--- src/rtl/mem_arb_pkg.sv ---
// Shared definitions for the data-memory arbiter: FSM state encoding, DMA size codes
// and default parameter values.
package mem_arb_pkg;

  typedef enum logic {
    S_CORE  = 1'b0,
    S_FORCE = 1'b1
  } arb_state_e;

  localparam logic [1:0] SZ_BYTE = 2'b00;
  localparam logic [1:0] SZ_HALF = 2'b01;
  localparam logic [1:0] SZ_WORD = 2'b10;

  localparam int unsigned DEFAULT_STARVE_LIMIT = 4;
  localparam int unsigned DEFAULT_MEM_BYTES    = 1 << 20;

  // Byte count of a DMA access; the illegal code maps to 0.
  function automatic logic [2:0] size_bytes(logic [1:0] size);
    case (size)
      SZ_BYTE: return 3'd1;
      SZ_HALF: return 3'd2;
      SZ_WORD: return 3'd4;
      default: return 3'd0;
    endcase
  endfunction

endpackage

--- src/rtl/mem_data_arbiter_if.sv ---
// Bus bundle between the core MEM stage, the DMA/debug master, the data memory and the
// arbiter. The arbiter uses the slave view; the environment uses the master view.
interface mem_data_arbiter_if;
  logic        core_req;
  logic        core_we;
  logic [31:0] core_addr;
  logic [31:0] core_wdata;
  logic        core_store_byte;
  logic        core_store_half;
  logic [31:0] core_rdata;
  logic        core_stall;

  logic        dma_valid;
  logic        dma_we;
  logic [31:0] dma_addr;
  logic [31:0] dma_wdata;
  logic [1:0]  dma_size;
  logic        dma_ready;
  logic        dma_rvalid;
  logic [31:0] dma_rdata;
  logic        dma_err;

  logic        mem_write;
  logic [31:0] mem_addr;
  logic [31:0] mem_wdata;
  logic        store_byte;
  logic        store_half;
  logic [31:0] mem_rdata;

  modport slave (
    input  core_req, core_we, core_addr, core_wdata, core_store_byte, core_store_half,
    output core_rdata, core_stall,
    input  dma_valid, dma_we, dma_addr, dma_wdata, dma_size,
    output dma_ready, dma_rvalid, dma_rdata, dma_err,
    output mem_write, mem_addr, mem_wdata, store_byte, store_half,
    input  mem_rdata
  );

  modport master (
    output core_req, core_we, core_addr, core_wdata, core_store_byte, core_store_half,
    input  core_rdata, core_stall,
    output dma_valid, dma_we, dma_addr, dma_wdata, dma_size,
    input  dma_ready, dma_rvalid, dma_rdata, dma_err,
    input  mem_write, mem_addr, mem_wdata, store_byte, store_half,
    output mem_rdata
  );
endinterface

--- src/rtl/mem_arb_dma_check.sv ---
// Combinational legality check of a DMA access: size code, natural alignment and
// whether the access fits inside the data memory.
module mem_arb_dma_check
  import mem_arb_pkg::*;
#(
  parameter int unsigned MEM_BYTES = DEFAULT_MEM_BYTES
) (
  input  logic [31:0] i_addr,
  input  logic [1:0]  i_size,
  output logic        o_err
);

  logic [32:0] end_addr;
  logic        misaligned;

  always_comb begin
    // 33-bit sum so addresses near 2^32 cannot wrap past the range check.
    end_addr = {1'b0, i_addr} + {30'd0, size_bytes(i_size)};
    case (i_size)
      SZ_BYTE: misaligned = 1'b0;
      SZ_HALF: misaligned = i_addr[0];
      SZ_WORD: misaligned = |i_addr[1:0];
      default: misaligned = 1'b1;
    endcase
    o_err = misaligned | (end_addr > 33'(MEM_BYTES));
  end

endmodule

--- src/rtl/mem_data_arbiter.sv ---
// Data-memory arbiter between the core MEM stage and a DMA/debug master. The core has
// priority; a DMA request starved for STARVE_LIMIT cycles gets one forced slot.
module mem_data_arbiter
  import mem_arb_pkg::*;
#(
  parameter int unsigned STARVE_LIMIT = DEFAULT_STARVE_LIMIT,
  parameter int unsigned MEM_BYTES    = DEFAULT_MEM_BYTES
) (
  input  logic                i_clk,
  input  logic                i_rst,
  input  logic                i_clk_enable,
  mem_data_arbiter_if.slave   bus
);

  arb_state_e  state_q, state_d;
  logic [3:0]  cnt_q, cnt_d;
  logic        rvalid_q, rvalid_d;
  logic        err_q, err_d;
  logic [31:0] rdata_q, rdata_d;

  logic dma_err;
  logic active;
  logic dma_ready;
  logic core_stall;
  logic xfer;

  mem_arb_dma_check #(
    .MEM_BYTES(MEM_BYTES)
  ) u_dma_check (
    .i_addr(bus.dma_addr),
    .i_size(bus.dma_size),
    .o_err (dma_err)
  );

  always_comb begin
    // No handshake or write may happen while frozen or in a reset cycle.
    active     = i_clk_enable & ~i_rst;
    dma_ready  = active & ((state_q == S_FORCE) | ~bus.core_req);
    core_stall = i_clk_enable & (state_q == S_FORCE) & bus.core_req;
    xfer       = bus.dma_valid & dma_ready;

    if (xfer) begin
      bus.mem_addr   = bus.dma_addr;
      bus.mem_wdata  = bus.dma_wdata;
      bus.store_byte = (bus.dma_size == SZ_BYTE);
      bus.store_half = (bus.dma_size == SZ_HALF);
      bus.mem_write  = bus.dma_we & ~dma_err;
    end else begin
      bus.mem_addr   = bus.core_addr;
      bus.mem_wdata  = bus.core_wdata;
      bus.store_byte = bus.core_store_byte;
      bus.store_half = bus.core_store_half & ~bus.core_store_byte;
      bus.mem_write  = active & bus.core_req & bus.core_we & ~core_stall;
    end
  end

  always_comb begin
    state_d  = state_q;
    cnt_d    = cnt_q;
    rvalid_d = rvalid_q;
    err_d    = err_q;
    rdata_d  = rdata_q;
    if (i_clk_enable) begin
      if (xfer || !bus.dma_valid) begin
        cnt_d = 4'd0;
      end else if (cnt_q != 4'hF) begin
        cnt_d = cnt_q + 4'd1;
      end
      if (state_q == S_FORCE) begin
        state_d = S_CORE;
      end else if (cnt_d >= 4'(STARVE_LIMIT)) begin
        state_d = S_FORCE;
      end
      rvalid_d = xfer;
      if (xfer) begin
        err_d   = dma_err;
        rdata_d = (bus.dma_we || dma_err) ? 32'd0 : bus.mem_rdata;
      end
    end
  end

  always_ff @(posedge i_clk) begin
    if (i_rst) begin
      state_q  <= S_CORE;
      cnt_q    <= 4'd0;
      rvalid_q <= 1'b0;
      err_q    <= 1'b0;
      rdata_q  <= 32'd0;
    end else begin
      state_q  <= state_d;
      cnt_q    <= cnt_d;
      rvalid_q <= rvalid_d;
      err_q    <= err_d;
      rdata_q  <= rdata_d;
    end
  end

  // A response pending across a reset edge is dropped rather than strobed.
  assign bus.dma_rvalid = rvalid_q & ~i_rst;
  assign bus.dma_err    = err_q & ~i_rst;
  assign bus.dma_rdata  = rdata_q;
  assign bus.dma_ready  = dma_ready;
  assign bus.core_stall = core_stall;
  assign bus.core_rdata = bus.mem_rdata;

endmodule

--- src/flat_wrapper.sv ---
// flat-port wrapper written by rule: the top's interface ports become plain ports
module mem_data_arbiter_flat import mem_arb_pkg::*;
#(
  parameter int unsigned STARVE_LIMIT = DEFAULT_STARVE_LIMIT,
  parameter int unsigned MEM_BYTES    = DEFAULT_MEM_BYTES
)
  (i_clk, i_rst, i_clk_enable, bus_core_req, bus_core_we, bus_core_addr, bus_core_wdata, bus_core_store_byte, bus_core_store_half, bus_core_rdata, bus_core_stall, bus_dma_valid, bus_dma_we, bus_dma_addr, bus_dma_wdata, bus_dma_size, bus_dma_ready, bus_dma_rvalid, bus_dma_rdata, bus_dma_err, bus_mem_write, bus_mem_addr, bus_mem_wdata, bus_store_byte, bus_store_half, bus_mem_rdata);
  mem_data_arbiter_if bus_i ();
  input  logic i_clk;
  input  logic i_rst;
  input  logic i_clk_enable;
  input wire logic [$bits(bus_i.core_req)-1:0] bus_core_req;
  input wire logic [$bits(bus_i.core_we)-1:0] bus_core_we;
  input wire logic [$bits(bus_i.core_addr)-1:0] bus_core_addr;
  input wire logic [$bits(bus_i.core_wdata)-1:0] bus_core_wdata;
  input wire logic [$bits(bus_i.core_store_byte)-1:0] bus_core_store_byte;
  input wire logic [$bits(bus_i.core_store_half)-1:0] bus_core_store_half;
  output wire logic [$bits(bus_i.core_rdata)-1:0] bus_core_rdata;
  output wire logic [$bits(bus_i.core_stall)-1:0] bus_core_stall;
  input wire logic [$bits(bus_i.dma_valid)-1:0] bus_dma_valid;
  input wire logic [$bits(bus_i.dma_we)-1:0] bus_dma_we;
  input wire logic [$bits(bus_i.dma_addr)-1:0] bus_dma_addr;
  input wire logic [$bits(bus_i.dma_wdata)-1:0] bus_dma_wdata;
  input wire logic [$bits(bus_i.dma_size)-1:0] bus_dma_size;
  output wire logic [$bits(bus_i.dma_ready)-1:0] bus_dma_ready;
  output wire logic [$bits(bus_i.dma_rvalid)-1:0] bus_dma_rvalid;
  output wire logic [$bits(bus_i.dma_rdata)-1:0] bus_dma_rdata;
  output wire logic [$bits(bus_i.dma_err)-1:0] bus_dma_err;
  output wire logic [$bits(bus_i.mem_write)-1:0] bus_mem_write;
  output wire logic [$bits(bus_i.mem_addr)-1:0] bus_mem_addr;
  output wire logic [$bits(bus_i.mem_wdata)-1:0] bus_mem_wdata;
  output wire logic [$bits(bus_i.store_byte)-1:0] bus_store_byte;
  output wire logic [$bits(bus_i.store_half)-1:0] bus_store_half;
  input wire logic [$bits(bus_i.mem_rdata)-1:0] bus_mem_rdata;
  assign bus_i.core_req = bus_core_req;
  assign bus_i.core_we = bus_core_we;
  assign bus_i.core_addr = bus_core_addr;
  assign bus_i.core_wdata = bus_core_wdata;
  assign bus_i.core_store_byte = bus_core_store_byte;
  assign bus_i.core_store_half = bus_core_store_half;
  assign bus_core_rdata = bus_i.core_rdata;
  assign bus_core_stall = bus_i.core_stall;
  assign bus_i.dma_valid = bus_dma_valid;
  assign bus_i.dma_we = bus_dma_we;
  assign bus_i.dma_addr = bus_dma_addr;
  assign bus_i.dma_wdata = bus_dma_wdata;
  assign bus_i.dma_size = bus_dma_size;
  assign bus_dma_ready = bus_i.dma_ready;
  assign bus_dma_rvalid = bus_i.dma_rvalid;
  assign bus_dma_rdata = bus_i.dma_rdata;
  assign bus_dma_err = bus_i.dma_err;
  assign bus_mem_write = bus_i.mem_write;
  assign bus_mem_addr = bus_i.mem_addr;
  assign bus_mem_wdata = bus_i.mem_wdata;
  assign bus_store_byte = bus_i.store_byte;
  assign bus_store_half = bus_i.store_half;
  assign bus_i.mem_rdata = bus_mem_rdata;
  mem_data_arbiter #(.STARVE_LIMIT(STARVE_LIMIT), .MEM_BYTES(MEM_BYTES)) u_core (.i_clk(i_clk), .i_rst(i_rst), .i_clk_enable(i_clk_enable), .bus(bus_i));
endmodule
--- config.mk ---
export PLATFORM = sky130hd
export DESIGN_NAME = mem_data_arbiter_flat
export DESIGN_NICKNAME = d
export VERILOG_FILES = /design/src/rtl/mem_arb_pkg.sv /design/src/rtl/mem_data_arbiter_if.sv /design/src/rtl/mem_arb_dma_check.sv /design/src/rtl/mem_data_arbiter.sv /design/src/flat_wrapper.sv
export SDC_FILE = /design/constraint.sdc
export NUM_CORES = 1
export LEC_CHECK = 0
export CAP_MARGIN = 20
export CORE_AREA = 3 3 117 119
export DETAILED_ROUTE_END_ITERATION = 10
export DIE_AREA = 0 0 120 122
export PLACE_DENSITY = 0.75
export SYNTH_ARGS = -nofsm -noshare
export SYNTH_HDL_FRONTEND = slang
export SYNTH_HIERARCHICAL = 1
export SYNTH_SLANG_ARGS = --single-unit
export TNS_END_PERCENT = 1
--- constraint.sdc ---
create_clock -name i_clk -period 5.9 [get_ports i_clk]
set_input_delay 0.885 -clock i_clk [delete_from_list [all_inputs] [get_ports i_clk]]
set_output_delay 0.885 -clock i_clk [all_outputs]
set_load 0.02 [all_outputs]
# == Word-level counts from Yosys, hierarchy flattened ==
# Index checks and enable logic that the tools add are counted.
# word_totals
wordCells,50
memories,0
romBits,0
latchBits,0
ramBits,0
ff_bits,39
out_inout_bits,135
# classes
reduce_logical,6
div,0
bitwise,19
shifts,0
multipliers,0
add_sub_neg,2
n_mux,13
eq_ne,3
n_lt_le_gt_ge,2
# op_table
cell,n
2-to-1 mux 32 bit,3
adder 32 x 3 -> 33 bit,1
greater-than comparator 33 x 21 -> 1 bit (second input constant),1
AND 1 bit,12
2-to-1 mux 4 bit,3
one-hot mux 3 bit (3 select lines),1
2-to-1 mux 1 bit,5
NOT 1 bit,5
adder 4 x 1 -> 4 bit (second input constant),1
>= comparator 4 x 3 -> 1 bit (second input constant),1
!= test 4 bit (second input constant),1
one-hot mux 1 bit (3 select lines),1
== test 2 x 1 -> 1 bit (second input constant),1
== test 2 bit (second input constant),1
zero test 2 bit,1
logical OR 1 bit,2
bitwise OR 1 bit,2
AND reduction 2 bit,1
OR reduction 2 bit,1
zero test 1 bit,1

# == Depth between registers and ports, before layout ==
# Gate-level depths: netlist of run 1.
# depth
ltp_word,10
mapped_depth,14
ltp_nobuf,13

# == Hierarchy ==
# The synthesis of run 1 kept the hierarchy.
# modules_own_cells
module,cells_per_inst,n_inst,area_per_inst_um2
mem_data_arbiter,269,1,2698.8
mem_arb_dma_check,115,1,773.2

# == Worst setup path before layout of run 1 ==
# OpenSTA, ideal clock, no wires.
# synth_timing
kind,input-to-output
startpoint,input bus_dma_size[1]
endpoint,output bus_mem_write
required_ns,5.015
arrival_time_ns,3.342
cell_stages,12
slack_ns,1.673
cell_sequence,nor2_1 > ha_1 > fa_1 > a21o_1 > a2111oi_0 > a211oi_1 > a211oi_1 > nand4_1 > a211oi_1 > o311ai_1 > nand2b_1 > o21ai_1
# synth_between
elab_chain_cells,8
word_cells_on_any_way,11
# synth_lines
item,line,text
from (decl),flat_wrapper.sv:24,input wire logic [$bits(bus_i.dma_size)-1:0] bus_dma_size;
== test 2 bit (tied with other cells),"mem_arb_pkg.sv:19, mem_arb_dma_check.sv:19",
one-hot mux 3 bit (3 select lines),mem_arb_pkg.sv:19,case (size)
adder 32 x 3 -> 33 bit,mem_arb_dma_check.sv:18,"end_addr = {1'b0, i_addr} + {30'd0, size_bytes(i_size)};"
greater-than comparator 33 x 21 -> 1 bit,mem_arb_dma_check.sv:25,o_err = misaligned | (end_addr > 33'(MEM_BYTES));
bitwise OR 1 bit *,mem_arb_dma_check.sv:25,
net u_core.dma_err,mem_data_arbiter.sv:21,logic dma_err;
NOT 1 bit *,mem_data_arbiter.sv:47,bus.mem_write = bus.dma_we & ~dma_err;
AND 1 bit *,mem_data_arbiter.sv:47,
2-to-1 mux 1 bit *,mem_data_arbiter.sv:42,if (xfer) begin
to (decl),flat_wrapper.sv:29,output wire logic [$bits(bus_i.mem_write)-1:0] bus_mem_write;
# Mark *: on every way through the listed nets, which the timed path passes. The rest lies on a longest branch.

# == Worst setup path after layout of run 1 ==
# layout_timing
startpoint,input bus_dma_size[0]
endpoint,output bus_mem_write
# The elaborated chain is that of the path after synthesis.

==> results of run 1 <==
==> sequential cells by signal (all words and copies together) (netlist names) <==
register and flops:
u_core/bus.dma_rdata 32, u_core/state_q 1, u_core/cnt_q 4, u_core/rvalid_q 1, u_core/err_q 1
==> power breakdown <==
part	total (mW)	switching, mW	internal, mW
clock	0.345	0.102	0.242
combinational	0.361	0.150	0.212
sequential	0.265	0.000813	0.265
==> metrics by stage <==
| stage | area (sq um) | power [mW] | utilization | setup slack, ns | std cells |
|---|---|---|---|---|---|
| 2_1_floorplan | 3472 | 0.4205 | - | 1.673 | 384 |
| 3_3_place_gp | 6399 | 0.6276 | 0.5050 | 0.4525 | 817 |
| 3_5_place_dp | 6399 | 0.6324 | 0.5050 | 0.3091 | 817 |
| 4_1_cts | 6588 | 0.9857 | 0.5199 | 0.2963 | 825 |
| 5_1_grt | 6590 | 1.009 | 0.5201 | 0.04484 | 826 |
| 6_report | 6590 | 0.9716 | 0.5201 | 0.2948 | 826 |
==> final cells by class <==
class | count | area [sq um] | share of cell area
Antenna cell | 1 | 2.502 | 0.0003797
Clock buffer | 6 | 128.9 | 0.01956
Clock inverter | 2 | 60.06 | 0.009113
Inverter | 8 | 30.03 | 0.004557
Multi-Input combinational cell | 288 | 2282 | 0.3463
Sequential cell | 39 | 780.7 | 0.1185
Tap cell | 172 | 215.2 | 0.03266
Timing Repair Buffer | 310 | 3090 | 0.4690
==> kinds of logic after synthesis <==
| logic type | share of synthesized area |
|---|---|
| buffers and inverters | 0.1178 |
| muxes | 0.2804 |
| xor gates and xnor gates | 0.01009 |
| DFF | 0.2249 |
| adders and majority gates | 0.02018 |
| and+or+nand+nor | 0.2256 |
| AOI/OAI and AO/OA | 0.1211 |
==> cells in the mapped netlist, drive strengths merged <==
cell type  number  area share
and4            3      0.0083
nor4b           1      0.0025
clkbuf          4      0.0043
nor3b           3      0.0079
a31oi           2      0.0036
and2            3      0.0054
nand2b         24       0.043
a211o           2      0.0054
fa              1      0.0058
o211ai          3      0.0065
xor2            1      0.0025
and4b           1      0.0029
ha              4       0.014
nand4b          1      0.0025
xnor2           3      0.0076
nor2           12       0.013
nand4          13       0.027
o31ai           2      0.0043
nor3            8       0.012
dfxtp          39        0.22
o41ai           1      0.0025
and3            5      0.0090
or4             2      0.0043
a21oi           7       0.010
a2111oi         2      0.0050
nand3          12       0.021
o2111ai         1      0.0025
or3             2      0.0036
a211oi         11       0.025
nand3b          3      0.0065
nor2b           5       0.011
a21o            4      0.0090
o311ai          1      0.0025
or2             4      0.0072
nor4            1      0.0061
nand2          30       0.032
mux2           66        0.21
o21ai           8       0.012
inv             8      0.0086
buf            45        0.10
mux2i          23       0.066
a22o           13       0.033
==> how the worst max path moves through the flow <==
stage                     from             to  slack (ns)  cells past startpoint
3_3_place_gp   bus_dma_size[0]  bus_mem_write        0.45                     14
3_5_place_dp   bus_dma_size[0]  bus_mem_write        0.31                     14
6_report       bus_dma_size[0]  bus_mem_write        0.29                     14
5_1_grt        bus_dma_size[1]  bus_mem_write        0.04                     13
4_1_cts        bus_dma_size[0]  bus_mem_write        0.30                     14
2_1_floorplan  bus_dma_size[1]  bus_mem_write        1.67                     12
==> worst max-delay path, stage by stage <==
cell	delay, ns
clkdlybuf4s50_1	0.56
nor2_1	0.09
ha_1	0.22
fa_1	0.42
a21o_1	0.21
a2111oi_0	0.42
a211oi_1	0.09
a211oi_1	0.22
nand4_1	0.16
o2111ai_1	0.23
o311ai_1	0.19
nand2b_1	0.19
o21ai_1	0.16
clkdlybuf4s50_1	0.67
==> routing by layer <==
layer	wire length, microns	vias to the layer above	track usage
li1	-	1923	-
met1	5429	1845	0.2062
met2	7194	223	0.3263
met3	1239	23	0.04921
met4	248	2	0.05941
met5	13	-	0
==> impl_metrics.py, run 1 <==
metrics = {
    "outcome": {
        "outcome": "finished clean",
    },
    "worst_setup_path": {
        "ff2ff_path_depth": 4,
        "worst_setup_path_end_kind": "output port",
        "reg2reg_to": "u_core/err_q$_SDFFE_PP0P_",
        "worstReg2RegStart": "u_core/state_q$_SDFFE_PP0P_",
        "reg2reg_slack_ns": 3.58,
        "worstSetupPathType": "primary input to output port",
        "critical_path_required_ns": 5.02,
        "start_kind": "primary input",
        "crit_arrival_ns": 4.72,
        "crit_fanout": 6,
    },
    "drt": {
        "dr.pass1.iters": 4,
        "drt_iter0_drc": 125,
        "routed_wl_microns": 14130,
        "drc": 0,
        "vias_per_cell": 4.862,
        "wire_per_inst_microns": 17.10,
        "antenna_left": 0,
        "num_vias": 4016,
    },
    "hold_path": {
        "min_path_type": "register to register",
        "holdPathEnd": "u_core/bus.dma_rdata[31]$_SDFFE_PP0P_",
        "min_from": "u_core/bus.dma_rdata[31]$_SDFFE_PP0P_",
        "min_path_cells": 1,
    },
    "clock_tree": {
        "htree_num_levels": 2,
        "clock-root-buffer": "clkbuf_16",
        "postCtsSetupRepairBufs": 0,
        "ctsLongestPathBuffers": 2,
        "cts.reportedPaths.clkPinSlew_ns": 0.06,
        "cts_num_sinks": 39,
        "ctsHoldBuffers": 0,
        "numCtsBuffers": 5,
        "cts_resized": 0,
        "clock_latency_ns": 0.28,
        "cts_tree": "yes",
    },
    "global_routing": {
        "antenna_found_initial": 2,
        "grt_pass1_vias": 4229,
        "grt_pass1_wl_microns": 21650,
        "grt_use_total": 0.1807,
        "grt_max_degree": 70,
        "grt_overflow": 0,
    },
    "placement": {
        "numPortBuffers": 305,
        "gp_congestion": 0.8562,
        "dp_hpwl_microns": 11770,
    },
    "timing": {
        "hold_ws_ns": 0.4705,
        "final-setup-viol-count": 0,
        "rsz0062_at_grt": "no",
        "worst_pin_slew_ns": 1.007,
        "finalMaxSlewViolations": 0,
        "fin_crit_sh": 0.9500,
        "fin_crit_ns": 5.605,
        "relSlewSlack": 0.3257,
        "fmax_mhz": 178.4,
        "fin_tns_setup_ns": 0,
        "hold_violations": 0,
        "finClkSkew_ns": 0.003466,
    },
    "floorplanning": {
        "rows": 41,
        "dieArea_sq_um": 14640,
        "core_area_sq_um": 12670,
        "die_h_microns": 122,
        "die_x_microns": 120,
        "pin_count": 306,
        "initial_core_util": 0.2740,
    },
    "power_and_ir_drop": {
        "vdd_drop_max_mv": 0.08105,
        "p_leak_nw": 2.507,
        "powerDensity_nw_per_um2": 147.4,
    },
    "layout": {
        "layout_commonest_cell": "clkdlybuf4s50_1",
        "drive_gt1_frac": 0.1348,
        "final_nets": 828,
        "layout_common_cells": "clkdlybuf4s50_1 (305), mux2_2 (61), dfxtp_1 (39)",
        "nFillCells": 1182,
        "syn_to_final_growth_pct": 89.80,
    },
    "synth": {
        "synth.net_count": 560,
        "synth_area_per_cell_sq_um": 9.042,
        "ys_seq_area_frac": 0.2249,
        "syn_area_sq_um": 3472,
        "yosysWarnings": 6,
        "syn-instance-count": 384,
        "ys_types": 54,
        "synth-seq-cells": 39,
    },
    "flow_run": {
        "maxCapViolCount": 0,
    },
}
Note: power is estimated with default switching activity, not from simulation.
==> run 2: changes to the inputs <==
--- a/config.mk
+++ b/config.mk
@@ -5,8 +5,10 @@
 export SDC_FILE = /design/constraint.sdc
 export NUM_CORES = 1
 export LEC_CHECK = 0
+export ABC_CLOCK_PERIOD_IN_PS = 5900
 export CAP_MARGIN = 20
 export CORE_AREA = 3 3 117 119
+export CTS_BUF_LIST = sky130_fd_sc_hd__clkbuf_8
 export DETAILED_ROUTE_END_ITERATION = 10
 export DIE_AREA = 0 0 120 122
 export PLACE_DENSITY = 0.75
==> run 2 against run 1 <==
  * Register-to-register slack about the same
  * Power down 8.5%
  * Critical path type unchanged
  * Largest cell class unchanged
  * Sequential power about the same
  * Wire length about the same
  * Largest power group unchanged
  * Setup slack worse by 0.0094 ns
  * Worst hold slack better by 0.0041 ns
==> impl_metrics.py, run 2 (synthesis gave the netlist of run 1 again) <==
metrics = {
    "floorplanning": {
        "rows": 41,
        "core_area_sq_um": 12670,
        "die_h_microns": 122,
        "initial_core_util": 0.2740,
        "die_x_microns": 120,
        "pin_count": 306,
        "dieArea_sq_um": 14640,
    },
    "drt": {
        "wire_per_inst_microns": 17.11,
        "num_vias": 3997,
        "antenna_left": 0,
        "vias_per_cell": 4.839,
        "dr.pass1.iters": 5,
        "routed_wl_microns": 14130,
        "drt_iter0_drc": 134,
        "drc": 0,
    },
    "clock_tree": {
        "postCtsSetupRepairBufs": 0,
        "clock-root-buffer": "clkbuf_8",
        "clock_latency_ns": 0.30,
        "numCtsBuffers": 5,
        "cts.reportedPaths.clkPinSlew_ns": 0.07,
        "cts_resized": 0,
        "ctsHoldBuffers": 0,
        "cts_tree": "yes",
        "htree_num_levels": 2,
        "ctsLongestPathBuffers": 2,
        "cts_num_sinks": 39,
    },
    "timing": {
        "rsz0062_at_grt": "no",
        "fin_crit_sh": 0.9516,
        "relSlewSlack": 0.3268,
        "fmax_mhz": 178.1,
        "final-setup-viol-count": 0,
        "finalMaxSlewViolations": 0,
        "fin_tns_setup_ns": 0,
        "worst_pin_slew_ns": 1.005,
        "finClkSkew_ns": 0.005268,
        "worst_slack_ns": 0.2854,
        "hold_ws_ns": 0.4747,
        "hold_violations": 0,
        "fin_crit_ns": 5.615,
    },
    "worst_setup_path": {
        "crit_family": "compound AO/OA/AOI/OAI gates",
        "crit_fanout": 6,
        "start_kind": "primary input",
        "path_buf_inv": 2,
        "ff2ff_path_depth": 4,
        "reg2reg_slack_ns": 3.57,
        "crit_end": "bus_mem_write",
        "crit_arrival_ns": 4.73,
        "path_cells": "clkdlybuf4s50_1 > nor2_1 > ha_1 > fa_1 > a21o_1 > a2111oi_0 > a211oi_1 > a211oi_1 > nand4_1 > o2111ai_1 > o311ai_1 > nand2b_1 > o21ai_1 > clkdlybuf4s50_1",
        "worstSetupPathType": "primary input to output port",
        "slowest_delay_ns": 0.67,
        "worstReg2RegStart": "u_core/state_q$_SDFFE_PP0P_",
        "path_depth": 14,
        "critical_path_required_ns": 5.02,
        "reg2reg_to": "u_core/err_q$_SDFFE_PP0P_",
        "worst_setup_path_end_kind": "output port",
        "worst_path_max_delay_cell": "clkdlybuf4s50_1",
        "crit_start": "bus_dma_size[0]",
    },
    "global_routing": {
        "antenna_found_initial": 2,
        "grt_pass1_vias": 4238,
        "grt_pass1_wl_microns": 21710,
        "grt_overflow": 0,
        "grt_use_total": 0.1815,
        "grt_max_degree": 70,
    },
    "power_and_ir_drop": {
        "vdd_drop_max_mv": 0.06292,
        "powerDensity_nw_per_um2": 136.1,
        "total_power_uw": 889.3,
        "p_leak_nw": 2.486,
    },
    "layout": {
        "drive_gt1_frac": 0.1348,
        "syn_to_final_growth_pct": 88.18,
        "layout_common_cells": "clkdlybuf4s50_1 (305), mux2_2 (61), dfxtp_1 (39)",
        "largest_reg_flops": 32,
        "final_nets": 828,
        "seq_area_sq_um": 780.7,
        "fin_cells": 826,
        "fin_area_sq_um": 6534,
        "multi_input_area_sq_um": 2282,
        "final_core_util": 0.5157,
        "layout_commonest_cell": "clkdlybuf4s50_1",
        "nFillCells": 1185,
    },
    "placement": {
        "dp_cells": 817,
        "numPortBuffers": 305,
        "dp_hpwl_microns": 11770,
        "post-place-ws_ns": 0.3091,
        "gp_congestion": 0.8562,
        "postPlaceCellArea_sq_um": 6399,
    },
    "outcome": {
        "outcome": "finished clean",
    },
    "flow_run": {
        "maxCapViolCount": 0,
    },
    "hold_path": {
        "min_path_type": "register to register",
    },
}
-- run 2: cell count changes in the layout (fill, tap and decap cells not counted) --
cell / previous run / this run
clkbuf_16: 5 / 0
clkbuf_8: 0 / 5
clkbuf_1: 1 / 0
inv_1: 8 / 9
-- run 2: worst min path at each step --
stage / slack (ns) / cells past startpoint / end / from
3_5_place_dp: 0.46 / 1 / u_core/bus.dma_rdata[20]$_SDFFE_PP0P_ / u_core/bus.dma_rdata[20]$_SDFFE_PP0P_
5_1_grt: 0.50 / 1 / u_core/bus.dma_rdata[15]$_SDFFE_PP0P_ / u_core/bus.dma_rdata[15]$_SDFFE_PP0P_
6_report: 0.47 / 2 / u_core/bus.dma_rdata[7]$_SDFFE_PP0P_ / u_core/bus.dma_rdata[7]$_SDFFE_PP0P_
3_3_place_gp: 0.46 / 1 / u_core/bus.dma_rdata[13]$_SDFFE_PP0P_ / u_core/bus.dma_rdata[13]$_SDFFE_PP0P_
2_1_floorplan: 0.47 / 2 / u_core/cnt_q[3]$_SDFFE_PP0P_ / u_core/cnt_q[3]$_SDFFE_PP0P_
4_1_cts: 0.48 / 2 / u_core/bus.dma_rdata[29]$_SDFFE_PP0P_ / u_core/bus.dma_rdata[29]$_SDFFE_PP0P_
-- run 2: routing by layer --
metal / vias up / part of all wire / GRT usage
met2: 203 / 0.51 / 0.3284
met3: 24 / 0.089 / 0.05060
met5: - / 0.00092 / 0
li1: 1921 / - / -
met4: 2 / 0.018 / 0.05941
met1: 1847 / 0.38 / 0.2059
-- run 2: final cells by class --
type | instances | area share
clock inverter | 3 | 0.009766
inverter | 8 | 0.004596
clock buffer | 5 | 0.01053
sequential | 39 | 0.1195
timing repair buffer | 310 | 0.4730
antenna | 1 | 0.0003830
tap | 172 | 0.03294
multi-input combinational | 288 | 0.3493
-- run 2: where the power goes --
part / internal, mW / switching, mW
Sequential: 0.264 / 0.000809
Clock: 0.167 / 0.0956
Combinational: 0.212 / 0.149
Total: 0.643 / 0.246
-- run 2: worst register-to-register path: stages, from the launching register on --
cell and delay, ns:
dfxtp_1 0.42, nand2b_1 0.23, nand3_4 0.74, buf_4 0.54
mux2_2 0.29
==> run 3: changes to the inputs <==
--- a/config.mk
+++ b/config.mk
@@ -7,11 +7,11 @@
 export LEC_CHECK = 0
 export ABC_CLOCK_PERIOD_IN_PS = 5900
 export CAP_MARGIN = 20
-export CORE_AREA = 3 3 117 119
+export CORE_AREA = 2 2 119 121
 export CTS_BUF_LIST = sky130_fd_sc_hd__clkbuf_8
 export DETAILED_ROUTE_END_ITERATION = 10
-export DIE_AREA = 0 0 120 122
-export PLACE_DENSITY = 0.75
+export DIE_AREA = 0 0 121 123
+export PLACE_DENSITY = 0.72
 export SYNTH_ARGS = -nofsm -noshare
 export SYNTH_HDL_FRONTEND = slang
 export SYNTH_HIERARCHICAL = 1
==> run 3 against run 2 <==
  * Worst hold slack about the same
  * First-iteration DRC count up 7.5%
  * Sequential share of layout area up 0.064 points
  * Design area down 0.54%
  * Combinational power about the same
  * Clock skew up 0.0017 ns
  * Register-to-register slack about the same
  * Largest cell class unchanged
  * Highest routed layer is now met4
==> impl_metrics.py, run 3 (synthesis gave the netlist of run 1 again) <==
metrics = {
    "outcome": {
        "outcome": "finished clean",
    },
    "global_routing": {
        "grt_overflow": 0,
        "grt.busiest_layer": "met2",
        "grt_use_met3": 0.03321,
        "met1_usage": 0.2080,
        "antenna_found_initial": 0,
        "grt_pass1_vias": 3979,
        "grt_pass1_wl_microns": 20400,
        "grt_max_degree": 70,
        "grt_use_total": 0.1711,
        "grt_util_met2": 0.3107,
    },
    "power_and_ir_drop": {
        "p_leak_nw": 2.471,
        "combPwrFrac": 0.455,
        "power_switching_uw": 239.9,
        "p_seq_frac": 0.333,
        "internal-power_uw": 556.2,
        "p_clk_frac": 0.212,
        "vdd_drop_max_mv": 0.06778,
        "total_power_uw": 796.0,
        "p_sw_frac": 0.3013,
        "powerDensity_nw_per_um2": 122.5,
    },
    "worst_setup_path": {
        "worst_setup_path_end_kind": "output port",
        "crit_fanout": 6,
        "path_cells": "clkdlybuf4s50_1 > nor2_1 > ha_1 > fa_1 > a21o_1 > a2111oi_1 > a211oi_1 > a211oi_1 > nand4_1 > o2111ai_1 > o311ai_1 > nand2b_1 > o21ai_1 > clkdlybuf4s50_1",
        "slowest_delay_ns": 0.65,
        "reg2reg_to": "u_core/err_q$_SDFFE_PP0P_",
        "critical_path_required_ns": 5.02,
        "crit_start": "bus_dma_size[0]",
        "start_kind": "primary input",
        "crit_arrival_ns": 4.63,
        "worstSetupPathType": "primary input to output port",
        "worstReg2RegStart": "u_core/state_q$_SDFFE_PP0P_",
        "reg2reg_slack_ns": 3.57,
        "worst_path_max_delay_cell": "clkdlybuf4s50_1",
        "ff2ff_path_depth": 4,
    },
    "flow_run": {
        "maxCapViolCount": 0,
    },
    "timing": {
        "fin_crit_ns": 5.517,
        "hold_violations": 0,
        "fmax_mhz": 181.3,
        "fin_tns_setup_ns": 0,
        "worst_pin_slew_ns": 0.9880,
        "finClkSkew_ns": 0.007001,
        "final-setup-viol-count": 0,
        "rsz0062_at_grt": "no",
        "relSlewSlack": 0.3414,
        "fin_crit_sh": 0.9350,
        "finalMaxSlewViolations": 0,
    },
    "layout": {
        "layout_common_cells": "clkdlybuf4s50_1 (305), mux2_2 (61), dfxtp_1 (39)",
        "diodes": 0,
        "fin_area_sq_um": 6499,
        "layout_commonest_cell": "clkdlybuf4s50_1",
        "nFillCells": 1261,
        "syn_to_final_growth_pct": 87.17,
        "final_nets": 829,
        "drive_gt1_frac": 0.1346,
        "largest_reg_flops": 32,
    },
    "hold_path": {
        "min_path_cells": 1,
        "holdPathEnd": "u_core/bus.dma_rdata[16]$_SDFFE_PP0P_",
        "min_path_type": "register to register",
        "min_from": "u_core/bus.dma_rdata[16]$_SDFFE_PP0P_",
    },
    "clock_tree": {
        "cts_tree": "yes",
        "cts_num_sinks": 39,
        "ctsHoldBuffers": 0,
        "clock-root-buffer": "clkbuf_8",
        "ctsLongestPathBuffers": 2,
        "numCtsBuffers": 5,
        "clock_latency_ns": 0.29,
        "htree_num_levels": 2,
        "cts.reportedPaths.clkPinSlew_ns": 0.07,
    },
    "drt": {
        "num_vias": 3978,
        "wire_per_inst_microns": 16.30,
        "drc": 0,
        "vias_per_cell": 4.770,
        "dr.pass1.iters": 4,
        "antenna_left": 0,
        "drt_iter0_drc": 144,
        "routed_wl_microns": 13590,
    },
    "floorplanning": {
        "dieArea_sq_um": 14880,
        "die_h_microns": 123,
        "core_area_sq_um": 13610,
        "rows": 43,
        "die_x_microns": 121,
        "pin_count": 306,
        "initial_core_util": 0.2551,
    },
    "placement": {
        "numPortBuffers": 305,
        "postPlaceCellArea_sq_um": 6409,
        "gp_congestion": 0.8743,
        "dp_hpwl_microns": 11140,
    },
}
-- run 3: cell type report --
type                    count  area (sq um)  area share
well taps                 180         225.2     0.03466
clock inverters             3         12.51    0.001925
clock buffers               5         68.82     0.01059
multi-input cells         288          2283      0.3514
flip-flops and latches     39         780.7      0.1201
repair buffers            311          3098      0.4767
inverters                   8         30.03    0.004621
-- run 3: worst max-delay path by stage --
stage,end,depth (start not counted)
after floorplan,bus_mem_write,12
after global placement,bus_mem_write,14
after detailed placement,bus_mem_write,14
after CTS,bus_mem_write,14
after global routing,bus_mem_write,14
final,bus_mem_write,14
-- run 3: metrics by stage --
step | setup WS, ns | util | std cells | hold WS, ns
after global routing | 0.04737 | 0.4774 | 834 | 0.5035
after detailed placement | 0.3812 | 0.4708 | 825 | 0.4598
final | 0.3833 | 0.4774 | 834 | 0.4745
after CTS | 0.3762 | 0.4768 | 833 | 0.4785
after floorplan | 1.673 | - | 384 | 0.4700
after global placement | 0.4726 | 0.4708 | 825 | 0.4594
-- run 3: critical path, delay by kind of cell --
family / cells / cell delay (ns)
compound gates: 7 / 1.45
fa+ha+maj: 2 / 0.63
buf+inv: 2 / 1.21
simple gates: 3 / 0.44
-- run 3: power groups by stage --
| stage | Combinational, mW | Clock, mW | Sequential [mW] |
|---|---|---|---|
| after floorplan | 0.150 | 0 | 0.271 |
| after global placement | 0.358 | 0 | 0.271 |
| after global routing | 0.385 | 0.185 | 0.265 |
| final | 0.362 | 0.169 | 0.265 |
| after CTS | 0.364 | 0.177 | 0.265 |
| after detailed placement | 0.361 | 0 | 0.271 |
-- run 3: per-layer routing --
layer / share of wire / up-vias
li1: - / 1923
met1: 0.41 / 1827
met2: 0.50 / 209
met3: 0.075 / 19
met4: 0.014 / 0
met5: 0 / -
-- run 3: what timing repair did --
action | in CTS | in global routing
buffers inserted | 0 | 0
setup endpoints to repair | 0 | 1
gates resized for setup | 0 | 1
